$ cat config.mk
export PLATFORM = sky130hd
export DESIGN_NAME = ram_arbiter
export DESIGN_NICKNAME = d
export VERILOG_FILES = /design/src/rtl/global_pkg.sv /design/src/rtl/ram_arb_mux.sv /design/src/rtl/ram_arbiter.sv
export SDC_FILE = /design/constraint.sdc
export NUM_CORES = 1
export LEC_CHECK = 0
export BUFFER_PORTS_ARGS = -buffer_cell sky130_fd_sc_hd__buf_4
export CAP_MARGIN = 0
export CORE_ASPECT_RATIO = 0.7
export CORE_UTILIZATION = 40
export DETAILED_ROUTE_END_ITERATION = 10
export PLACE_DENSITY = 0.79
export SYNTH_ARGS = -nofsm -noshare
export SYNTH_HDL_FRONTEND = slang
export SYNTH_SLANG_ARGS = --single-unit
export TNS_END_PERCENT = 1
$ cat constraint.sdc
create_clock -name Clk -period 3.8 [get_ports Clk]
set_clock_uncertainty 0.1 [all_clocks]
set_input_delay 0 -clock Clk [delete_from_list [all_inputs] [get_ports Clk]]
set_output_delay 0 -clock Clk [all_outputs]
set_load 0.05 [all_outputs]
$ cat src/rtl/global_pkg.sv
// global_pkg: shared arbiter state/owner types and default arbitration timing.
package global_pkg;
  typedef enum logic [1:0] {ARB_IDLE, ARB_CPU, ARB_DMA, ARB_TURN} arb_state_t;
  typedef enum logic {OWN_CPU, OWN_DMA} owner_t;
  localparam int RAM_ARB_MAX_HOLD_DEF = 16;
  localparam int RAM_ARB_TURN_DEF = 1;
endpackage

$ cat src/rtl/ram_arb_mux.sv
// ram_arb_mux: selects the owner's strobe/address/data bundle onto the RAM pins.
module ram_arb_mux
  import global_pkg::*;
#(
  parameter int AW = 8,
  parameter int DW = 8
) (
  input  arb_state_t      state,
  input  logic            cpu_cs,
  input  logic            cpu_wen,
  input  logic            cpu_oen,
  input  logic [AW-1:0]   cpu_addr,
  input  logic [DW-1:0]   cpu_data,
  input  logic            dma_cs,
  input  logic            dma_wen,
  input  logic            dma_oen,
  input  logic [AW-1:0]   dma_addr,
  input  logic [DW-1:0]   dma_data,
  output logic            ram_cs,
  output logic            ram_wen,
  output logic            ram_oen,
  output logic [AW-1:0]   ram_addr,
  output logic [DW-1:0]   ram_data
);
  logic cpu, dma;
  always_comb begin
    cpu = state == ARB_CPU;
    dma = state == ARB_DMA;
    ram_cs = cpu ? cpu_cs : dma ? dma_cs : 1'b0;
    ram_wen = cpu ? cpu_wen : dma ? dma_wen : 1'b1;
    ram_oen = cpu ? cpu_oen : dma ? dma_oen : 1'b1;
    ram_addr = cpu ? cpu_addr : dma ? dma_addr : '0;
    ram_data = cpu ? cpu_data : dma ? dma_data : '0;
  end
endmodule

$ cat src/rtl/ram_arbiter.sv
// ram_arbiter: CPU/DMA single-port RAM arbiter with hold limit and turnaround gap.
// RAM_ARB_STATS_EN adds grant and preemption counters.
module ram_arbiter
  import global_pkg::*;
#(
  parameter int AW = 8,
  parameter int DW = 8,
  parameter int MAX_HOLD = RAM_ARB_MAX_HOLD_DEF,
  parameter int TURN_CYC = RAM_ARB_TURN_DEF
) (
  input  logic          Clk,
  input  logic          Rst_n,
  input  logic          Cpu_Req,
  output logic          Cpu_Gnt,
  input  logic          Cpu_Cs,
  input  logic          Cpu_Wen,
  input  logic          Cpu_Oen,
  input  logic [AW-1:0] Cpu_Addr,
  input  logic [DW-1:0] Cpu_DataOut,
  input  logic          Dma_Req,
  output logic          Dma_Gnt,
  input  logic          Dma_Cs,
  input  logic          Dma_Wen,
  input  logic          Dma_Oen,
  input  logic [AW-1:0] Dma_Addr,
  input  logic [DW-1:0] Dma_DataOut,
  output logic          RAM_Cs,
  output logic          RAM_Wen,
  output logic          RAM_Oen,
  output logic [AW-1:0] RAM_Addr,
  output logic [DW-1:0] RAM_DataIn,
`ifdef RAM_ARB_STATS_EN
  output logic [15:0]   Cpu_Gnt_Cnt,
  output logic [15:0]   Dma_Gnt_Cnt,
  output logic [15:0]   Preempt_Cnt,
`endif
  output logic          Arb_Err
);
  localparam logic [7:0] HOLD_MAX = 8'(MAX_HOLD - 1);
  localparam logic [1:0] TURN_MAX = 2'(TURN_CYC - 1);
  arb_state_t state, state_nxt;
  owner_t prio, prio_nxt;
  logic [7:0] hold_cnt, hold_nxt;
  logic [1:0] turn_cnt, turn_nxt;
  logic forced;
  always_comb begin
    state_nxt = state;
    prio_nxt = prio;
    forced = 1'b0;
    case (state)
      ARB_IDLE: state_nxt = Dma_Req ? ARB_DMA : Cpu_Req ? ARB_CPU : ARB_IDLE;
      ARB_CPU: begin
        forced = Cpu_Req && Dma_Req && hold_cnt == HOLD_MAX;
        if (!Cpu_Req || forced) begin
          state_nxt = ARB_TURN;
          prio_nxt = OWN_DMA;
        end
      end
      ARB_DMA: begin
        forced = Dma_Req && Cpu_Req && hold_cnt == HOLD_MAX;
        if (!Dma_Req || forced) begin
          state_nxt = ARB_TURN;
          prio_nxt = OWN_CPU;
        end
      end
      default:
        if (turn_cnt == TURN_MAX)
          state_nxt = prio == OWN_DMA ? (Dma_Req ? ARB_DMA : Cpu_Req ? ARB_CPU : ARB_IDLE)
                                      : (Cpu_Req ? ARB_CPU : Dma_Req ? ARB_DMA : ARB_IDLE);
    endcase
    hold_nxt = (state_nxt == state && (state == ARB_CPU || state == ARB_DMA))
             ? (hold_cnt == HOLD_MAX ? hold_cnt : hold_cnt + 8'd1) : 8'd0;
    turn_nxt = (state == ARB_TURN && state_nxt == ARB_TURN) ? turn_cnt + 2'd1 : 2'd0;
  end
  // Grants come straight from flops so the requesters never see decode glitches
  always_ff @(posedge Clk or negedge Rst_n) begin
    if (!Rst_n) begin
      state <= ARB_IDLE;
      prio <= OWN_CPU;
      hold_cnt <= '0;
      turn_cnt <= '0;
      Cpu_Gnt <= 1'b0;
      Dma_Gnt <= 1'b0;
      Arb_Err <= 1'b0;
    end else begin
      state <= state_nxt;
      prio <= prio_nxt;
      hold_cnt <= hold_nxt;
      turn_cnt <= turn_nxt;
      Cpu_Gnt <= state_nxt == ARB_CPU;
      Dma_Gnt <= state_nxt == ARB_DMA;
      Arb_Err <= Arb_Err | (Cpu_Cs & ~Cpu_Gnt) | (Dma_Cs & ~Dma_Gnt);
    end
  end
`ifdef RAM_ARB_STATS_EN
  logic cpu_start, dma_start;
  always_comb begin
    cpu_start = state_nxt == ARB_CPU && state != ARB_CPU;
    dma_start = state_nxt == ARB_DMA && state != ARB_DMA;
  end
  always_ff @(posedge Clk or negedge Rst_n) begin
    if (!Rst_n) begin
      Cpu_Gnt_Cnt <= '0;
      Dma_Gnt_Cnt <= '0;
      Preempt_Cnt <= '0;
    end else begin
      Cpu_Gnt_Cnt <= Cpu_Gnt_Cnt + 16'(cpu_start && ~&Cpu_Gnt_Cnt);
      Dma_Gnt_Cnt <= Dma_Gnt_Cnt + 16'(dma_start && ~&Dma_Gnt_Cnt);
      Preempt_Cnt <= Preempt_Cnt + 16'(forced && ~&Preempt_Cnt);
    end
  end
`endif
  ram_arb_mux #(.AW(AW), .DW(DW)) u_mux (
    .state(state),
    .cpu_cs(Cpu_Cs), .cpu_wen(Cpu_Wen), .cpu_oen(Cpu_Oen), .cpu_addr(Cpu_Addr), .cpu_data(Cpu_DataOut),
    .dma_cs(Dma_Cs), .dma_wen(Dma_Wen), .dma_oen(Dma_Oen), .dma_addr(Dma_Addr), .dma_data(Dma_DataOut),
    .ram_cs(RAM_Cs), .ram_wen(RAM_Wen), .ram_oen(RAM_Oen), .ram_addr(RAM_Addr), .ram_data(RAM_DataIn)
  );
endmodule

Yosys cells after proc, flatten, opt, wreduce, memory -nomap -nowiden
Cells that the tools add are included.

storage, ports and cells
  register bits = 16
  output and inout bits = 22
  logic and storage cells = 64

cells by class
  add/subtract/negate cells = 2
  equality and inequality tests = 11
  mux-type cells = 25
  bitwise gates (word level) = 6
  reductions and logical operators = 13

operators by type and width
  kind                                                 count
  2-to-1 mux 8 bit                                     6
  2-to-1 mux 2 bit                                     8
  2-to-1 mux 1 bit                                     9
  adder 8 x 1 -> 8 bit, second input constant          1
  equality test 2 bit, second input constant           4
  equality test 8 x 4 -> 1 bit, second input constant  1
  != test 2 bit, second input constant                 3
  case mux 2 bit (3 select lines)                      1
  equality test 2 x 1 -> 1 bit, second input constant  2
  logical AND 1 bit                                    4
  zero test 2 bit                                      2
  logical OR 1 bit                                     3
  AND reduction 3 bit                                  1
  adder 2 x 1 -> 2 bit, second input constant          1
  AND 1 bit                                            2
  equality test 2 bit                                  1
  zero test 1 bit                                      2
  inverter 1 bit                                       2
  OR 1 bit                                             2
  case mux 1 bit (2 select lines)                      1
  nonzero test 2 bit                                   1

Longest topological paths before layout
Gate-level depths: netlist of run 1.

  depth after elaboration = 8
  mapped depth = 7
  depth with buffers taken out = 7

Modules after synthesis
A second synthesis of run 1 with hierarchy kept.

unflattened totals
  cell total of the unflattened synthesis = 134
  area total of the unflattened synthesis = 1,251.2 um^2

modules (own cells, without submodules)
  module       instances  cells each  area an instance (um^2)
  ram_arbiter  1          107         1,017.2
  ram_arb_mux  1          27          234.0

Worst setup path before layout of run 1
Ideal clock, no wire load.

  kind = reg-to-output
  start point = reg state[0]
  end point = out RAM_Addr[0]
  arrival time = 2.533 ns
  slack = 1.167 ns
  stages on the path, launching flop included = 7
  path buffers = 2
  cell sequence = dfrtp_1 inv_1 ha_1 clkbuf_1 clkbuf_1 nand2_1 o21ai_0

on the way
  cells in the longest elaborated chain, start to end = 3
  elaborated cells on any way between the ends = 4
  those cells by class = eq/ne: 2; mux: 2

ends and longest elaborated chain
  element                 RTL line           text
  start, declared         ram_arbiter.sv:41  arb_state_t state, state_nxt;
  start signal, assigned  ram_arbiter.sv:86  state <= state_nxt;
  equality test 2 bit     ram_arb_mux.sv:28  dma = state == ARB_DMA;
  2-to-1 mux 8 bit        ram_arb_mux.sv:32  ram_addr = cpu ? cpu_addr : dma ? dma_addr : '0;
  2-to-1 mux 8 bit *      ram_arb_mux.sv:32
  end, declared           ram_arbiter.sv:30  output logic [AW-1:0] RAM_Addr,

Mark *: on every way between the ends. The rest lies on a longest branch, timed or not.

Worst setup path after layout of run 1
  start point = reg hold_cnt[5]
  end point = reg hold_cnt[5]

on the way
  cells in the longest elaborated chain, start to end = 8
  elaborated cells on any way between the ends = 13
  those cells by class = add/sub: 1; eq/ne: 3; mux: 5; reduce/logical: 4

ends and longest elaborated chain
  element                                                             RTL line                                                 text
  start, declared                                                     ram_arbiter.sv:43                                        logic [7:0] hold_cnt, hold_nxt;
  start signal, assigned                                              ram_arbiter.sv:88                                        hold_cnt <= hold_nxt;
  equality test 8 x 4 -> 1 bit                                        ram_arbiter.sv:53, ram_arbiter.sv:60, ram_arbiter.sv:72
  logical AND 1 bit                                                   ram_arbiter.sv:53, ram_arbiter.sv:60
  logical OR 1 bit (on tied branches)                                 ram_arbiter.sv:61, ram_arbiter.sv:54
  2-to-1 mux 2 bit (on tied branches)                                 ram_arbiter.sv:61, ram_arbiter.sv:54
  case mux 2 bit (3 select lines)                                     ram_arbiter.sv:50                                        case (state)
  equality test 2 bit                                                 ram_arbiter.sv:71                                        hold_nxt = (state_nxt == state && (state == ARB_CPU || state == ARB_DMA))
  logical AND 1 bit                                                   ram_arbiter.sv:71
  != test 2 bit (no line) / 2-to-1 mux 8 bit (equally long branches)  n/a

Several ways; a longest one is shown, not always the timed one. The select of a mux whose other input is x is not followed.
A chain may end at the register's enable or synchronous reset.

==> results of run 1 <==
## cell usage in the layout, fill, tap and decap left out, types with 2 or more instances in the layout
master / synthesis / routed
nor2_1: 5 / 5
inv_1: 10 / 10
nand2b_1: 3 / 3
nand2_1: 34 / 34
nor3_1: 8 / 8
nor2b_1: 5 / 5
buf_4: 0 / 65
o21ai_0: 19 / 19
dfrtp_1: 16 / 16
dlygate4sd3_1: 0 / 3
a21oi_1: 8 / 8
nand3_1: 3 / 3
nand4_1: 2 / 2
clkbuf_8: 0 / 4
a22o_1: 3 / 3
ha_1: 7 / 7
xor2_1: 3 / 3
## sequential cells by signal (all words and copies together), names as in the netlist
name,count
Cpu_Gnt,1
turn_cnt,2
Dma_Gnt,1
state,2
Arb_Err,1
hold_cnt,8
prio,1
## worst max-delay path: cells and delay by family, from the launching register on
kind	cells	cell delay (ns)
AO/OA/AOI/OAI	3	0.98
AND/OR/NAND/NOR	2	0.73
flip-flops	1	0.42
## Yosys cell counts, drive strengths merged (2+ instances only)
| cell type | instances | area, um^2 |
|---|---|---|
| a211oi | 2 | 27.5 |
| a21oi | 8 | 40.0 |
| a22o | 3 | 26.3 |
| a31oi | 2 | 18.8 |
| clkbuf | 5 | 18.8 |
| dfrtp | 16 | 400 |
| ha | 7 | 87.6 |
| inv | 10 | 37.5 |
| nand2 | 34 | 128 |
| nand2b | 3 | 18.8 |
| nand3 | 3 | 15.0 |
| nand4 | 2 | 12.5 |
| nor2 | 6 | 30.0 |
| nor2b | 5 | 31.3 |
| nor3 | 8 | 40.0 |
| o21ai | 20 | 100 |
| xor2 | 3 | 26.3 |
## routing by layer
metal,share of wire,global-route usage,vias up
met5,0,0,-
met4,0,0.0238,0
met3,0.048,0.0496,0
met2,0.46,0.324,32
met1,0.49,0.319,615
li1,-,-,696
## power groups by stage
stage / Sequential (W) / Combinational [W] / Clock (W)
detailed placement: 0.000246 / 0.00117 / 0
global route: 0.000252 / 0.00126 / 0.000165
floorplan: 0.000267 / 0.000827 / 0
finish: 0.000244 / 0.00117 / 0.000152
global placement: 0.000246 / 0.00116 / 0
CTS: 0.000243 / 0.00117 / 0.000155
## path summary, 6_finish.rpt
kind,startpoint,end,slack (ns)
worst min-delay path,Rst_n,hold_cnt[5],0.03
max in group asynchronous,Rst_n,Dma_Gnt,3.39
worst max register to register,hold_cnt[5],hold_cnt[5],1.42
min in group Clk,Cpu_Req,state[0],0.07
worst min register to register,turn_cnt[0],turn_cnt[0],0.47
worst max-delay path,hold_cnt[5],hold_cnt[5],1.42
## logic make-up (layout without fill, tap and decap cells)
family	after synthesis	in the layout	share of synthesized area
multiplexers	1	1	0.00796
adder cells (fa/ha/maj)	7	7	0.0696
flip-flops	16	16	0.318
AND/OR/NAND/NOR	66	66	0.258
buffers and inverters	16	82	0.0488
AO/OA/AOI/OAI	47	47	0.270
XOR/XNOR	4	4	0.0279
## area by class of cell
class	instances	share of cell area
multi-input cells	125	0.430
repair buffers	68	0.280
flip-flops and latches	16	0.216
clock buffers	4	0.0297
well taps	36	0.0243
inverters	10	0.0203
## through the flow
| stage | instance area (um^2) | hold slack, ns |
|---|---|---|
| 2_1_floorplan | 1260 | -0.396 |
| 3_3_place_gp | 1770 | -0.231 |
| 3_5_place_dp | 1770 | -0.229 |
| 4_1_cts | 1850 | 0.0432 |
| 5_1_grt | 1850 | 0.0415 |
| 6_report | 1850 | 0.0303 |
==> flow_metrics.env, run 1 <==
export IMPL_max_clock_freq_mhz=421
export IMPL_detail_route_vias_per_cell=5.19
export IMPL_synth_seq_cells=16
export IMPL_synth_ff_type="dfrtp_1"
export IMPL_remaining_drc_errors=0
export IMPL_relSlewSlack=0.571
export IMPL_fin_setup_tns_ns=0
export IMPL_end_kind="register"
export IMPL_final_core_util=0.642
export IMPL_postCtsSetupBuffers=0
export IMPL_dieArea_um2=3380
export IMPL_swShare=0.573
export IMPL_final_cells=259
export IMPL_p_per_area_nw_per_um2=846
export IMPL_fp_row_count=16
export IMPL_slowest_stage="or4_4"
export IMPL_nNetsFinal=273
export IMPL_antenna_left=0
export IMPL_hold_buffers=3
export IMPL_vias=1343
export IMPL_routed_wl_um=3400
export IMPL_gp_congestion=0.872
export IMPL_cp_cell_sequence="or4_4 -> o21ai_0 -> a21oi_1 -> o21ai_1 -> nor3_1"
export IMPL_grt_max_degree=41
export IMPL_synthCells=157
export IMPL_area_growth_pct=47.3
export IMPL_critPathMaxStageDelay_ns=0.58
export IMPL_grt_overflow_total=0
export IMPL_period_share=0.626
export IMPL_fin_ws_ns=1.42
export IMPL_outcome="finished clean"
export IMPL_htreeDepth=1
export IMPL_clk_pin_slew_ns=0.06
export IMPL_drt_iter0_drc=63
export IMPL_pwr_share_seq=0.156
export IMPL_fillers=248
export IMPL_root_buffer="clkbuf_8"
export IMPL_dp_cells=252
export IMPL_wl_per_cell_um=13.1
export IMPL_max_cap_violations=0
export IMPL_crit_fanout=8
export IMPL_ys_warn_count=0
export IMPL_rsz0062_at_grt="no"
export IMPL_netlist_area_um2=1260
export IMPL_cts_buffers=3
export IMPL_min_path_type="in -> async"
export IMPL_power_frac_comb=0.747
export IMPL_grt_use_total=0.214
export IMPL_async_reset_ff_frac=1.00
export IMPL_insertion_delay_ns=0.25
export IMPL_path_class="reg -> reg"
export IMPL_p_leak_nw=0.884
export IMPL_clk_path_buf_depth=2
export IMPL_start_util=0.436
export IMPL_diodes=0
export IMPL_antenna_found_initial=0
export IMPL_worst_slew_pin_slew_ns=0.639
export IMPL_p_switching_w=0.000897
export IMPL_cts_resized=0
export IMPL_seqCellArea_um2=400
export IMPL_pre_cts_ws_ns=1.43
export IMPL_grt_pass1_wl_um=5850
export IMPL_die_h_um=48.9
export IMPL_irDropWorstVdd_mv=0.381
export IMPL_final_hold_viol_count=0
export IMPL_synth_edff_count=0
export IMPL_p_int_w=0.000669
export IMPL_p_total_w=0.00157
export IMPL_cts_tree="yes"
export IMPL_rr_worst_depth=5
export IMPL_first_pass_iters=4
export IMPL_dieWidth_um=69.0
export IMPL_drv_slew=0
export IMPL_place_port_buffers=63
export IMPL_synth_fp_nets=206
export IMPL_setup_viol=0
export IMPL_pwr_share_clk=0.097
export IMPL_worstPathRequired_ns=3.81
export IMPL_multiInputGateArea_um2=796
export IMPL_layout_drive_gt1_share=0.336
export IMPL_ys_types=41
export IMPL_start_kind="register"
export IMPL_period_minus_slack_ns=2.38
export IMPL_ios=64
export IMPL_core_um2=2880
export IMPL_avgSynthCellArea_um2=8.01
export IMPL_grt_pass1_vias=1244
export IMPL_cts_sinks=16
export IMPL_dp_hpwl_um=2590
export IMPL_synth_seq_area_share=0.318
export IMPL_cp_arrival_ns=2.38
(Power assumes the default switching activity.)
==> run 2: changes to the inputs <==
PLACE_DENSITY = 0.82   (was 0.79)
clock period = 2.1 ns   (was 3.8 ns; I/O delays follow)
==> flow_metrics.env, run 2 (synthesized netlist as in run 1, its figures left out) <==
export IMPL_cts_sinks=16
export IMPL_path_class="reg -> reg"
export IMPL_slowest_stage="dfrtp_1"
export IMPL_gp_congestion=0.846
export IMPL_drv_slew=0
export IMPL_remaining_drc_errors=0
export IMPL_p_leak_nw=0.927
export IMPL_first_pass_iters=4
export IMPL_relSlewSlack=0.683
export IMPL_setup_viol=0
export IMPL_final_hold_viol_count=0
export IMPL_dieWidth_um=69.0
export IMPL_worstPathRequired_ns=2.13
export IMPL_cp_top_family="compound AO/OA/AOI/OAI gates"
export IMPL_p_per_area_nw_per_um2=1530
export IMPL_antenna_left=0
export IMPL_diodes=0
export IMPL_root_buffer="clkbuf_8"
export IMPL_fp_row_count=16
export IMPL_antenna_found_initial=0
export IMPL_vias=1438
export IMPL_area_growth_pct=54.7
export IMPL_outcome="finished clean"
export IMPL_dp_cells=261
export IMPL_cts_buffers=3
export IMPL_grt_use_total=0.231
export IMPL_drt_iter0_drc=49
export IMPL_grt_max_degree=39
export IMPL_layout_commonest_cell="buf_4"
export IMPL_mostFrequentLayoutCells="73 x buf_4, 34 x nand2_1, 15 x dfrtp_1"
export IMPL_place_port_buffers=63
export IMPL_critPathMaxStageDelay_ns=0.45
export IMPL_holdWs_ns=0.0408
export IMPL_clk_pin_slew_ns=0.06
export IMPL_ios=64
export IMPL_clk_path_buf_depth=2
export IMPL_start_kind="register"
export IMPL_top_register="hold_cnt"
export IMPL_start_util=0.436
export IMPL_cp_cell_sequence="inv_2 -> ha_1 -> a211o_1 -> a311oi_4 -> a211oi_4 -> a2111oi_1"
export IMPL_routed_wl_um=3780
export IMPL_final_cells=268
export IMPL_htreeDepth=1
export IMPL_grt_pass1_wl_um=6270
export IMPL_grt_overflow_total=0
export IMPL_cp_arrival_ns=2.04
export IMPL_detail_route_vias_per_cell=5.37
export IMPL_cts_tree="yes"
export IMPL_fin_setup_tns_ns=0
export IMPL_nNetsFinal=283
export IMPL_largest_reg_flops=8
export IMPL_min_path_type="in -> async"
export IMPL_max_clock_freq_mhz=498
export IMPL_dieArea_um2=3380
export IMPL_insertion_delay_ns=0.25
export IMPL_reg_top3="hold_cnt x8, state x2, turn_cnt x2"
export IMPL_dp_hpwl_um=2840
export IMPL_die_h_um=48.9
export IMPL_worst_slew_pin_slew_ns=0.471
export IMPL_period_minus_slack_ns=2.01
export IMPL_grt_pass1_vias=1305
export IMPL_wl_per_cell_um=14.1
export IMPL_irDropWorstVdd_mv=0.972
export IMPL_core_um2=2880
export IMPL_path_buf_inv=1
export IMPL_rsz0062_at_grt="yes"
export IMPL_crit_fanout=8
export IMPL_max_cap_violations=0
export IMPL_end_kind="register"
export IMPL_layout_drive_gt1_share=0.392
export IMPL_period_share=0.956
[run 2: worst reg2reg max path: cells and delay by family, from the launching register on]
family | cells | cell delay, ns
DFF | 1 | 0.45
buffers and inverters | 1 | 0.09
adders and majority gates | 1 | 0.22
AOI/OAI and AO/OA | 4 | 1.02
[run 2: path summary, 6_finish.rpt]
check / end / cells after the start / slack, ns / from
max: hold_cnt[3] / 6 / 0.09 / state[1]
min: turn_cnt[1] / 2 / 0.04 / Rst_n
max reg2reg: hold_cnt[3] / 6 / 0.09 / state[1]
min reg2reg: turn_cnt[0] / 1 / 0.48 / turn_cnt[0]
max in group asynchronous: state[0] / 2 / 1.67 / Rst_n
min in group Clk: prio / 3 / 0.06 / Cpu_Req
[run 2: timing repair]
item | 4_1_cts | 5_1_grt
endpoints found under the hold margin | 17 | 0
buffers inserted | 0 | 1
pin swaps | 0 | 2
setup endpoints to repair | 9 | 18
hold buffers | 3 | 0
resized for setup | 2 | 9
[run 2: power breakdown]
group          internal [W]  switching [W]  total [W]
Combinational      0.000803        0.00151    0.00231
Clock              0.000127      0.0000988   0.000226
Sequential         0.000378      0.0000690   0.000447
[run 2: routing by layer]
| layer | up-vias | global-route usage | share of wire |
|---|---|---|---|
| met5 | - | 0 | 0 |
| met4 | 0 | 0.0714 | 0.014 |
| met3 | 7 | 0.0475 | 0.10 |
| met2 | 67 | 0.367 | 0.46 |
| met1 | 656 | 0.317 | 0.42 |
| li1 | 708 | - | - |
[run 2: area by class of cell]
type	instances	area, um^2
Fill cell	227	937
Multi-Input combinational cell	125	811
Timing Repair Buffer	78	609
Sequential cell	16	402
Tap cell	36	45.0
Clock buffer	3	41.3
Inverter	10	37.5
[run 2: per-stage QoR]
step           power [W]  setup slack [ns]  instance area [um^2]  utilization
2_1_floorplan    0.00200            -0.236                  1260            -
3_3_place_gp     0.00262             0.109                  1830        0.636
3_5_place_dp     0.00265           0.00805                  1830        0.636
4_1_cts          0.00289           0.00343                  1910        0.662
5_1_grt          0.00318           -0.0188                  1950        0.675
6_report         0.00298            0.0917                  1950        0.675
==> run 3: changes to the inputs <==
SKIP_LAST_GASP = 1   (was unset)
SYNTH_HIERARCHICAL = 1   (was unset)
==> flow_metrics.env, run 3 <==
export IMPL_clk_path_buf_depth=2
export IMPL_die_h_um=48.8
export IMPL_p_total_w=0.00298
export IMPL_slowest_stage="dfrtp_2"
export IMPL_relSlewSlack=0.557
export IMPL_fillers=231
export IMPL_cts_tree="yes"
export IMPL_irDropWorstVdd_mv=0.637
export IMPL_nNetsFinal=263
export IMPL_first_pass_iters=4
export IMPL_antenna_found_initial=0
export IMPL_period_minus_slack_ns=2.08
export IMPL_max_clock_freq_mhz=481
export IMPL_largest_reg_flops=8
export IMPL_fin_ws_ns=0.0199
export IMPL_cts_sinks=16
export IMPL_p_leak_nw=0.952
export IMPL_detail_route_vias_per_cell=5.41
export IMPL_synth_most_common_cell="a22o_1"
export IMPL_crit_fanout=8
export IMPL_final_core_util=0.678
export IMPL_synth_ff_type="dfrtp_1"
export IMPL_grt_max_degree=18
export IMPL_start_util=0.434
export IMPL_cts_buffers=3
export IMPL_worstPathRequired_ns=2.16
export IMPL_wl_per_cell_um=14.5
export IMPL_reg_top3="hold_cnt x8, state x2, turn_cnt x2"
export IMPL_antenna_left=0
export IMPL_max_cap_violations=0
export IMPL_gp_congestion=0.958
export IMPL_critPathMaxStageDelay_ns=0.44
export IMPL_yosysTopAreaCellShare=0.320
export IMPL_final_hold_viol_count=0
export IMPL_path_class="reg -> reg"
export IMPL_layout_drive_gt1_share=0.474
export IMPL_insertion_delay_ns=0.25
export IMPL_grt_overflow_total=0
export IMPL_synth_edff_count=0
export IMPL_start_kind="register"
export IMPL_synthCells=134
export IMPL_synth_fp_nets=183
export IMPL_vias=1348
export IMPL_period_share=0.991
export IMPL_outcome="finished clean"
export IMPL_clk_pin_slew_ns=0.06
export IMPL_rsz0062_at_grt="yes"
export IMPL_end_kind="register"
export IMPL_htreeDepth=1
export IMPL_ys_warn_count=6
export IMPL_layout_commonest_cell="buf_4"
export IMPL_place_port_buffers=63
export IMPL_netlist_area_um2=1250
export IMPL_mostFrequentLayoutCells="76 x buf_4, 17 x a22o_1, 15 x dfrtp_1"
export IMPL_p_per_area_nw_per_um2=1530
export IMPL_synthTopCellsByCount="17 x a22o_1, 16 x dfrtp_1, 11 x nand2_1, 11 x nor2_1, 10 x inv_1"
export IMPL_grt_use_total=0.219
export IMPL_grt_pass1_vias=1288
export IMPL_synth_top_cells_by_area="dfrtp_1 32%, a22o_1 12%, ha_1 7.0%"
export IMPL_ys_types=43
export IMPL_ios=64
export IMPL_drv_slew=0
export IMPL_async_reset_ff_frac=1.00
export IMPL_pre_cts_ws_ns=-0.0291
export IMPL_grt_pass1_wl_um=5550
export IMPL_dieWidth_um=68.8
export IMPL_holdWs_ns=0.0383
export IMPL_min_path_type="in -> async"
export IMPL_dieArea_um2=3360
export IMPL_synth_seq_cells=16
export IMPL_top_register="hold_cnt"
export IMPL_setup_viol=0
export IMPL_fp_row_count=16
export IMPL_cp_arrival_ns=2.14
export IMPL_area_growth_pct=56.2
export IMPL_yosysTopAreaCell="dfrtp_1"
export IMPL_synth_seq_area_share=0.320
export IMPL_diodes=0
export IMPL_dp_hpwl_um=2790
export IMPL_remaining_drc_errors=0
export IMPL_root_buffer="clkbuf_8"
export IMPL_drt_iter0_drc=37
export IMPL_cp_cell_sequence="inv_2 -> buf_4 -> ha_2 -> nand2_2 -> o31ai_4 -> a31oi_2 -> a211o_4 -> a211oi_2"
export IMPL_routed_wl_um=3620
export IMPL_core_um2=2880
export IMPL_avgSynthCellArea_um2=9.34
export IMPL_worst_slew_pin_slew_ns=0.661
[run 3: cell count changes in the layout (fill, tap and decap cells not counted), sizes merged, moves of 3 or more]
cell / delta
nor3: -3
o21ai: -17
a22o: +14
nor2: +5
nand2: -23
[run 3: logic make-up (layout without fill, tap and decap cells)]
kind of cell               count (synthesis)  in the layout  share of synthesized area
adders and majority gates                  7              7                     0.0700
AOI/OAI and AO/OA                         45             45                      0.313
buffers and inverters                     15             94                     0.0690
and+or+nand+nor                           46             46                      0.192
muxes                                      1              1                    0.00800
xor gates and xnor gates                   4              4                     0.0280
DFF                                       16             16                      0.320
[run 3: where the power goes]
group | internal (W) | switching [W]
Sequential | 0.000381 | 0.0000628
Combinational | 0.000854 | 0.00141
Clock | 0.000166 | 0.000106
Total | 0.00140 | 0.00158
[run 3: cell type report]
| type | count | area (um^2) | share of cell area |
|---|---|---|---|
| clock buffers | 4 | 55.1 | 0.0282 |
| inverters | 10 | 37.5 | 0.0192 |
| multi-input cells | 103 | 805 | 0.412 |
| flip-flops and latches | 16 | 402 | 0.206 |
| well taps | 36 | 45.0 | 0.0230 |
| repair buffers | 80 | 611 | 0.312 |
[run 3: critical path, delay by kind of cell, from the launching register on]
family	cells	cell delay, ns
compound gates	4	0.98
fa+ha+maj	1	0.19
buf+inv	2	0.21
flops	1	0.44
simple gates	1	0.07
[run 3: final timing paths]
check | startpoint | end | slack (ns) | depth (start not counted)
worst min-delay path | Rst_n | hold_cnt[5] | 0.04 | 2
worst min register to register | turn_cnt[0] | turn_cnt[0] | 0.32 | 1
worst max-delay path | state[0] | hold_cnt[3] | 0.02 | 8
min in group Clk | Cpu_Req | prio | 0.06 | 3
worst max register to register | state[0] | hold_cnt[3] | 0.02 | 8
max in group asynchronous | Rst_n | state[0] | 1.67 | 2
[run 3: layer usage]
layer / global-route usage / up-vias / wire length (um) / share of wire
met3: 0.0864 / 4 / 395 / 0.11
met5: 0 / - / 0 / 0
met1: 0.258 / 628 / 1450 / 0.40
met4: 0.0510 / 0 / 27 / 0.0075
met2: 0.367 / 55 / 1750 / 0.48
li1: - / 661 / - / -
[run 3: repair_timing]
action / 4_1_cts / 5_1_grt
hold buffers: 4 / 0
endpoints found under the hold margin: 18 / 0
cloned: 0 / 0
buffers inserted: 0 / 3
endpoints found under the setup margin: 20 / 9
resized for setup: 2 / 10
pin swaps: 0 / 5
[run 3: stage by stage]
stage	std cells	TNS [ns]	cell area [um^2]
2_1_floorplan	134	0	1250
3_3_place_gp	238	0	1800
3_5_place_dp	238	-0.0474	1800
4_1_cts	246	-0.0763	1900
5_1_grt	249	-0.541	1950
6_report	249	0	1950
